==> config.mk <==
export PLATFORM = sky130hd
export DESIGN_NAME = uart_mmio_bridge_flat
export DESIGN_NICKNAME = d
export VERILOG_FILES = /design/src/rtl/uart_mmio_bridge_if.sv /design/src/rtl/uart_mmio_bridge.sv /design/src/flat_wrapper.sv
export SDC_FILE = /design/constraint.sdc
export NUM_CORES = 1
export LEC_CHECK = 0
export ABC_CLOCK_PERIOD_IN_PS = 3100
export CELL_PAD_IN_SITES_DETAIL_PLACEMENT = 0
export CELL_PAD_IN_SITES_GLOBAL_PLACEMENT = 1
export CORE_ASPECT_RATIO = 1.5
export CORE_MARGIN = 2
export CORE_UTILIZATION = 45
export CTS_CLUSTER_DIAMETER = 80
export DETAILED_ROUTE_END_ITERATION = 8
export MAX_ROUTING_LAYER = met4
export PLACE_DENSITY = 0.76
export SLEW_MARGIN = 5
export SYNTH_ARGS = -nofsm -noshare
export SYNTH_HDL_FRONTEND = slang
export SYNTH_SLANG_ARGS = --single-unit
==> constraint.sdc <==
create_clock -name clk -period 3.1 [get_ports clk]
set_clock_uncertainty 0.1 [all_clocks]
set_input_delay 0.775 -clock clk [delete_from_list [all_inputs] [get_ports clk]]
set_output_delay 0.775 -clock clk [all_outputs]
set_load 0.05 [all_outputs]
==> src/rtl/uart_mmio_bridge_if.sv <==
// MEM-stage side of the memory-mapped UART port: write strobe/data, read data and status flags.
interface uart_mmio_bridge_if;
    logic       uart_write_ce;
    logic [7:0] uart_wdata;
    logic       clean_recv_flag;
    logic [7:0] uart_rdata;
    logic       recv_flag;
    logic       send_flag;
    logic       rx_frame_err;
    logic       rx_overrun;

    modport master (
        output uart_write_ce, uart_wdata, clean_recv_flag,
        input  uart_rdata, recv_flag, send_flag, rx_frame_err, rx_overrun
    );

    modport slave (
        input  uart_write_ce, uart_wdata, clean_recv_flag,
        output uart_rdata, recv_flag, send_flag, rx_frame_err, rx_overrun
    );
endinterface

==> src/rtl/uart_mmio_bridge.sv <==
// 8N1 UART behind the CPU's memory-mapped port: TX holding register + shifter, RX with
// 2-flop synchronizer, mid-bit sampling, frame-error and overrun pulses.
module uart_mmio_bridge #(
    parameter int unsigned CLK_FREQ = 50_000_000,
    parameter int unsigned BAUD     = 9600
) (
    input  logic               clk,
    input  logic               rst,
    uart_mmio_bridge_if.slave  mmio,
    output logic               txd,
    input  logic               rxd
);
    localparam int unsigned CLKS_PER_BIT = CLK_FREQ / BAUD;
    localparam int unsigned CW           = $clog2(CLKS_PER_BIT);
    localparam logic [CW-1:0] BIT_LAST   = CW'(CLKS_PER_BIT - 1);
    localparam logic [CW-1:0] HALF_LAST  = CW'(CLKS_PER_BIT / 2 - 1);

    localparam logic [1:0] T_IDLE  = 2'd0;
    localparam logic [1:0] T_START = 2'd1;
    localparam logic [1:0] T_DATA  = 2'd2;
    localparam logic [1:0] T_STOP  = 2'd3;

    localparam logic [1:0] R_IDLE  = 2'd0;
    localparam logic [1:0] R_START = 2'd1;
    localparam logic [1:0] R_DATA  = 2'd2;
    localparam logic [1:0] R_STOP  = 2'd3;

    // ---------------- TX path ----------------
    logic [1:0]    tx_state;
    logic [CW-1:0] tx_cnt;
    logic [2:0]    tx_bit;
    logic [7:0]    tx_shift;
    logic [7:0]    hold_reg;
    logic          hold_full;
    logic          tx_bit_end;

    assign tx_bit_end = (tx_cnt == BIT_LAST);

    // Write and hold->shift are mutually exclusive: one needs hold empty, the other full.
    always_ff @(posedge clk or posedge rst) begin
        if (rst) begin
            tx_state  <= T_IDLE;
            tx_cnt    <= '0;
            tx_bit    <= '0;
            tx_shift  <= '0;
            hold_reg  <= '0;
            hold_full <= 1'b0;
        end else begin
            if (mmio.uart_write_ce && !hold_full) begin
                hold_reg  <= mmio.uart_wdata;
                hold_full <= 1'b1;
            end
            case (tx_state)
                T_IDLE: begin
                    if (hold_full) begin
                        tx_shift  <= hold_reg;
                        hold_full <= 1'b0;
                        tx_cnt    <= '0;
                        tx_state  <= T_START;
                    end
                end
                T_START: begin
                    if (tx_bit_end) begin
                        tx_cnt   <= '0;
                        tx_bit   <= '0;
                        tx_state <= T_DATA;
                    end else begin
                        tx_cnt <= tx_cnt + 1'b1;
                    end
                end
                T_DATA: begin
                    if (tx_bit_end) begin
                        tx_cnt   <= '0;
                        tx_shift <= {1'b0, tx_shift[7:1]};
                        if (tx_bit == 3'd7) tx_state <= T_STOP;
                        else                tx_bit   <= tx_bit + 1'b1;
                    end else begin
                        tx_cnt <= tx_cnt + 1'b1;
                    end
                end
                default: begin
                    if (tx_bit_end) begin
                        tx_cnt <= '0;
                        if (hold_full) begin
                            tx_shift  <= hold_reg;
                            hold_full <= 1'b0;
                            tx_state  <= T_START;
                        end else begin
                            tx_state <= T_IDLE;
                        end
                    end else begin
                        tx_cnt <= tx_cnt + 1'b1;
                    end
                end
            endcase
        end
    end

    always_comb begin
        txd = 1'b1;
        case (tx_state)
            T_START: txd = 1'b0;
            T_DATA:  txd = tx_shift[0];
            default: txd = 1'b1;
        endcase
    end

    // ---------------- RX path ----------------
    logic          rx_meta, rx_sync;
    logic [1:0]    rx_state;
    logic [CW-1:0] rx_cnt;
    logic [2:0]    rx_bit;
    logic [7:0]    rx_shift;
    logic          rx_armed;
    logic [7:0]    rdata;
    logic          recv_flag;
    logic          frame_err;
    logic          overrun;

    always_ff @(posedge clk or posedge rst) begin
        if (rst) begin
            rx_meta   <= 1'b1;
            rx_sync   <= 1'b1;
            rx_state  <= R_IDLE;
            rx_cnt    <= '0;
            rx_bit    <= '0;
            rx_shift  <= '0;
            rx_armed  <= 1'b0;
            rdata     <= '0;
            recv_flag <= 1'b0;
            frame_err <= 1'b0;
            overrun   <= 1'b0;
        end else begin
            rx_meta   <= rxd;
            rx_sync   <= rx_meta;
            frame_err <= 1'b0;
            overrun   <= 1'b0;
            // A commit later in this block overrides the clear (set wins).
            if (mmio.clean_recv_flag) recv_flag <= 1'b0;
            case (rx_state)
                R_IDLE: begin
                    if (rx_sync) begin
                        rx_armed <= 1'b1;
                    end else if (rx_armed) begin
                        rx_armed <= 1'b0;
                        rx_cnt   <= '0;
                        rx_state <= R_START;
                    end
                end
                R_START: begin
                    if (rx_cnt == HALF_LAST) begin
                        rx_cnt <= '0;
                        rx_bit <= '0;
                        rx_state <= rx_sync ? R_IDLE : R_DATA;
                    end else begin
                        rx_cnt <= rx_cnt + 1'b1;
                    end
                end
                R_DATA: begin
                    if (rx_cnt == BIT_LAST) begin
                        rx_cnt   <= '0;
                        rx_shift <= {rx_sync, rx_shift[7:1]};
                        if (rx_bit == 3'd7) rx_state <= R_STOP;
                        else                rx_bit   <= rx_bit + 1'b1;
                    end else begin
                        rx_cnt <= rx_cnt + 1'b1;
                    end
                end
                default: begin
                    if (rx_cnt == BIT_LAST) begin
                        rx_cnt   <= '0;
                        rx_state <= R_IDLE;
                        if (rx_sync) begin
                            rdata     <= rx_shift;
                            recv_flag <= 1'b1;
                            overrun   <= recv_flag && !mmio.clean_recv_flag;
                        end else begin
                            frame_err <= 1'b1;
                        end
                    end else begin
                        rx_cnt <= rx_cnt + 1'b1;
                    end
                end
            endcase
        end
    end

    assign mmio.uart_rdata   = rdata;
    assign mmio.recv_flag    = recv_flag;
    assign mmio.send_flag    = !hold_full;
    assign mmio.rx_frame_err = frame_err;
    assign mmio.rx_overrun   = overrun;
endmodule

==> src/flat_wrapper.sv <==
// flat-port wrapper written by rule: the top's interface ports become plain ports
module uart_mmio_bridge_flat 
#(
    parameter int unsigned CLK_FREQ = 50_000_000,
    parameter int unsigned BAUD     = 9600
)
  (clk, rst, txd, rxd, mmio_uart_write_ce, mmio_uart_wdata, mmio_clean_recv_flag, mmio_uart_rdata, mmio_recv_flag, mmio_send_flag, mmio_rx_frame_err, mmio_rx_overrun);
  uart_mmio_bridge_if mmio_i ();
  input  logic clk;
  input  logic rst;
  output logic txd;
  input  logic rxd;
  input wire logic [$bits(mmio_i.uart_write_ce)-1:0] mmio_uart_write_ce;
  input wire logic [$bits(mmio_i.uart_wdata)-1:0] mmio_uart_wdata;
  input wire logic [$bits(mmio_i.clean_recv_flag)-1:0] mmio_clean_recv_flag;
  output wire logic [$bits(mmio_i.uart_rdata)-1:0] mmio_uart_rdata;
  output wire logic [$bits(mmio_i.recv_flag)-1:0] mmio_recv_flag;
  output wire logic [$bits(mmio_i.send_flag)-1:0] mmio_send_flag;
  output wire logic [$bits(mmio_i.rx_frame_err)-1:0] mmio_rx_frame_err;
  output wire logic [$bits(mmio_i.rx_overrun)-1:0] mmio_rx_overrun;
  assign mmio_i.uart_write_ce = mmio_uart_write_ce;
  assign mmio_i.uart_wdata = mmio_uart_wdata;
  assign mmio_i.clean_recv_flag = mmio_clean_recv_flag;
  assign mmio_uart_rdata = mmio_i.uart_rdata;
  assign mmio_recv_flag = mmio_i.recv_flag;
  assign mmio_send_flag = mmio_i.send_flag;
  assign mmio_rx_frame_err = mmio_i.rx_frame_err;
  assign mmio_rx_overrun = mmio_i.rx_overrun;
  uart_mmio_bridge #(.CLK_FREQ(CLK_FREQ), .BAUD(BAUD)) u_core (.clk(clk), .rst(rst), .mmio(mmio_i), .txd(txd), .rxd(rxd));
endmodule
==> results of run 1 <==
==> final cells by class <==
cell class / count / area [um^2]
timing repair buffer: 31 / 305
clock inverter: 2 / 12.5
fill: 732 / 3640
multi-input combinational: 238 / 1670
tap: 105 / 131
inverter: 14 / 52.6
sequential: 75 / 1880
clock buffer: 14 / 264
==> metal layers <==
metal	vias up	global-route usage	part of all wire
li1	1295	-	-
met1	1297	0.213	0.45
met2	46	0.289	0.50
met3	9	0.0394	0.033
met4	0	0.0881	0.017
met5	-	-	0
==> worst max-delay path by stage <==
| stage | from | endpoint | slack [ns] |
|---|---|---|---|
| after detailed placement | u_core.tx_state[0] | txd | 0.74 |
| after floorplan | u_core.tx_state[0] | txd | 0.17 |
| final | u_core.tx_state[0] | txd | 0.40 |
| after CTS | u_core.tx_state[0] | txd | 0.37 |
| after global placement | u_core.tx_state[0] | txd | 0.77 |
| after global routing | u_core.tx_state[0] | txd | 0.22 |
==> placed cells by master (no fill, tap or decap), drive strengths merged, types with 5 or more instances in the layout <==
master / count
inv: 14
nand3: 15
o31ai: 6
nand4: 5
a41oi: 5
o21ai: 32
a31oi: 8
ha: 10
nor2b: 5
buf: 7
clkbuf: 14
a22o: 8
mux2: 24
and3: 7
a21oi: 10
clkdlybuf4s50: 24
nand2: 35
dfrtp: 73
nor2: 16
mux2i: 7
==> where the power goes <==
part	switching, mW	internal [mW]
Sequential	0.220	1.19
Combinational	0.557	0.415
Clock	0.371	0.585
==> per-stage QoR <==
| step | total power [mW] | area [um^2] | util | setup WS, ns |
|---|---|---|---|---|
| floorplan | 2.15 | 3670 | - | 0.167 |
| global placement | 2.37 | 4040 | 0.508 | 0.766 |
| detailed placement | 2.41 | 4040 | 0.508 | 0.741 |
| CTS | 3.38 | 4320 | 0.542 | 0.369 |
| global route | 3.59 | 4320 | 0.542 | 0.221 |
| finish | 3.34 | 4320 | 0.542 | 0.402 |
==> cells by family after synthesis <==
family                   share of synthesized area
AO/OA/AOI/OAI                                0.139
XOR/XNOR                                    0.0191
adder cells (fa/ha/maj)                     0.0341
buffers and inverters                       0.0327
flip-flops                                   0.512
multiplexers                                0.0927
AND/OR/NAND/NOR                              0.170
==> flow_metrics.env, run 1 <==
export IMPL_io_buffers=25
export IMPL_min_period_over_period=0.870
export IMPL_final_cells=479
export IMPL_cts_setup_buffers=0
export IMPL_leakage_nw=1.91
export IMPL_post_cts_resize_count=0
export IMPL_routed_via_density=5.53
export IMPL_clockRootBuffer="clkbuf_16"
export IMPL_crit_buf_inv=2
export IMPL_vias=2647
export IMPL_overflow=0
export IMPL_grt_max_degree=36
export IMPL_fmax_ghz=0.371
export IMPL_ys_top_cells_by_count="dfrtp_1 (73), nand2_1 (35), o21ai_0 (32)"
export IMPL_syn_nets=366
export IMPL_hold_buffers=0
export IMPL_finalHoldViolCount=0
export IMPL_dieArea_mm2=0.00891
export IMPL_area_growth_pct=17.6
export IMPL_hold_path_end="u_core.rx_sync"
export IMPL_drt_pass1_iter_count=4
export IMPL_critPathMaxFanout=15
export IMPL_numCtsBuffers=9
export IMPL_htreeDepth=3
export IMPL_avgSynthCellArea_um2=10.7
export IMPL_drv_cap=0
export IMPL_ys_types=51
export IMPL_tightest_slew_ns=0.624
export IMPL_yosysMostFrequentCell="dfrtp_1"
export IMPL_cts_tree="done"
export IMPL_antenna_found_initial=0
export IMPL_rrSetupSlack_ns=0.72
export IMPL_drt_iter0_drc=107
export IMPL_whs_ns=0.256
export IMPL_min_path_type="flop to flop"
export IMPL_path_class="flop to output pin"
export IMPL_fp_dieW_um=77.7
export IMPL_start_util=0.461
export IMPL_start_kind="flop"
export IMPL_status="finished, final reports clean"
export IMPL_cp_num_cells=5
export IMPL_crit_required_ns=2.22
export IMPL_drtAntennaViolNets=0
export IMPL_clk_pin_slew_ns=0.06
export IMPL_netlist_area_mm2=0.00367
export IMPL_crit_chain="inv_1, ha_1, nand2_1, o21ai_0, buf_4"
export IMPL_hp_start="u_core.rx_meta"
export IMPL_cts_sinks=75
export IMPL_rr_endpoint="u_core.rx_bit[2]"
export IMPL_synth_top_area_frac=0.498
export IMPL_worstHoldPathCells=0
export IMPL_period_minus_slack_ns=2.70
export IMPL_routabilityCongestion=0.784
export IMPL_ir_worst_vdd_mv=0.483
export IMPL_io_pins=26
export IMPL_coreArea_mm2=0.00796
export IMPL_dp_hpwl_um=4870
export IMPL_drc=0
export IMPL_crit_family="adder cells"
export IMPL_tns_ns=0
export IMPL_drt_wl_total_um=6990
export IMPL_crit_slowest_cell="ha_1"
export IMPL_top_regs="u_core.rx_cnt x13, u_core.tx_cnt x13"
export IMPL_synth_top_cell_by_area="dfrtp_1"
export IMPL_crit_arrival_ns=1.82
export IMPL_ys_ff_latch=75
export IMPL_ys_seq_area_frac=0.512
export IMPL_slew_headroom=0.584
export IMPL_grt_pass1_vias=2727
export IMPL_synth_area_leaders="dfrtp_1 (50%), mux2_2 (7.4%), o21ai_0 (4.4%)"
export IMPL_grtUsageTotal=0.180
export IMPL_clock_latency_ns=0.32
export IMPL_grt_pass1_wl_um=12400
export IMPL_slew_violations=0
export IMPL_rsz0062_at_grt="false"
export IMPL_wl_per_cell_um=14.6
export IMPL_antennaDiodeCount=0
export IMPL_dp_cells=463
export IMPL_synth_edf_count=0
export IMPL_nets=392
export IMPL_rows=40
export IMPL_ys_flop_type="dfrtp_1"
export IMPL_yosys_warnings=0
export IMPL_worstReg2RegStart="u_core.rx_cnt[0]"
export IMPL_setup_viol=0
export IMPL_die_y_um=115
export IMPL_crit_path_max_incr_delay_ns=0.56
export IMPL_rr_worst_depth=6
export IMPL_syn_inst=343
export IMPL_drive_gt1_frac=0.158
export IMPL_end_kind="output pin"
export IMPL_ys_async_sr_fraction=1.00
export IMPL_powerDensity_mw_per_mm2=774
export IMPL_cts_path_max_buffers=2
Power figures use the tool's default switching activity.
==> run 2, diff against run 1 <==
ABC_CLOCK_PERIOD_IN_PS = default   (was 3100)
==> results of run 2 <==
Final layout, timing and power as in run 1 (identical DEF).
==> run 3, diff against run 2 <==
CTS_CLUSTER_SIZE = 30   (was default)
SLEW_MARGIN = 0   (was 5)
==> results of run 3 <==
Final layout, timing and power as in run 1 (identical DEF).
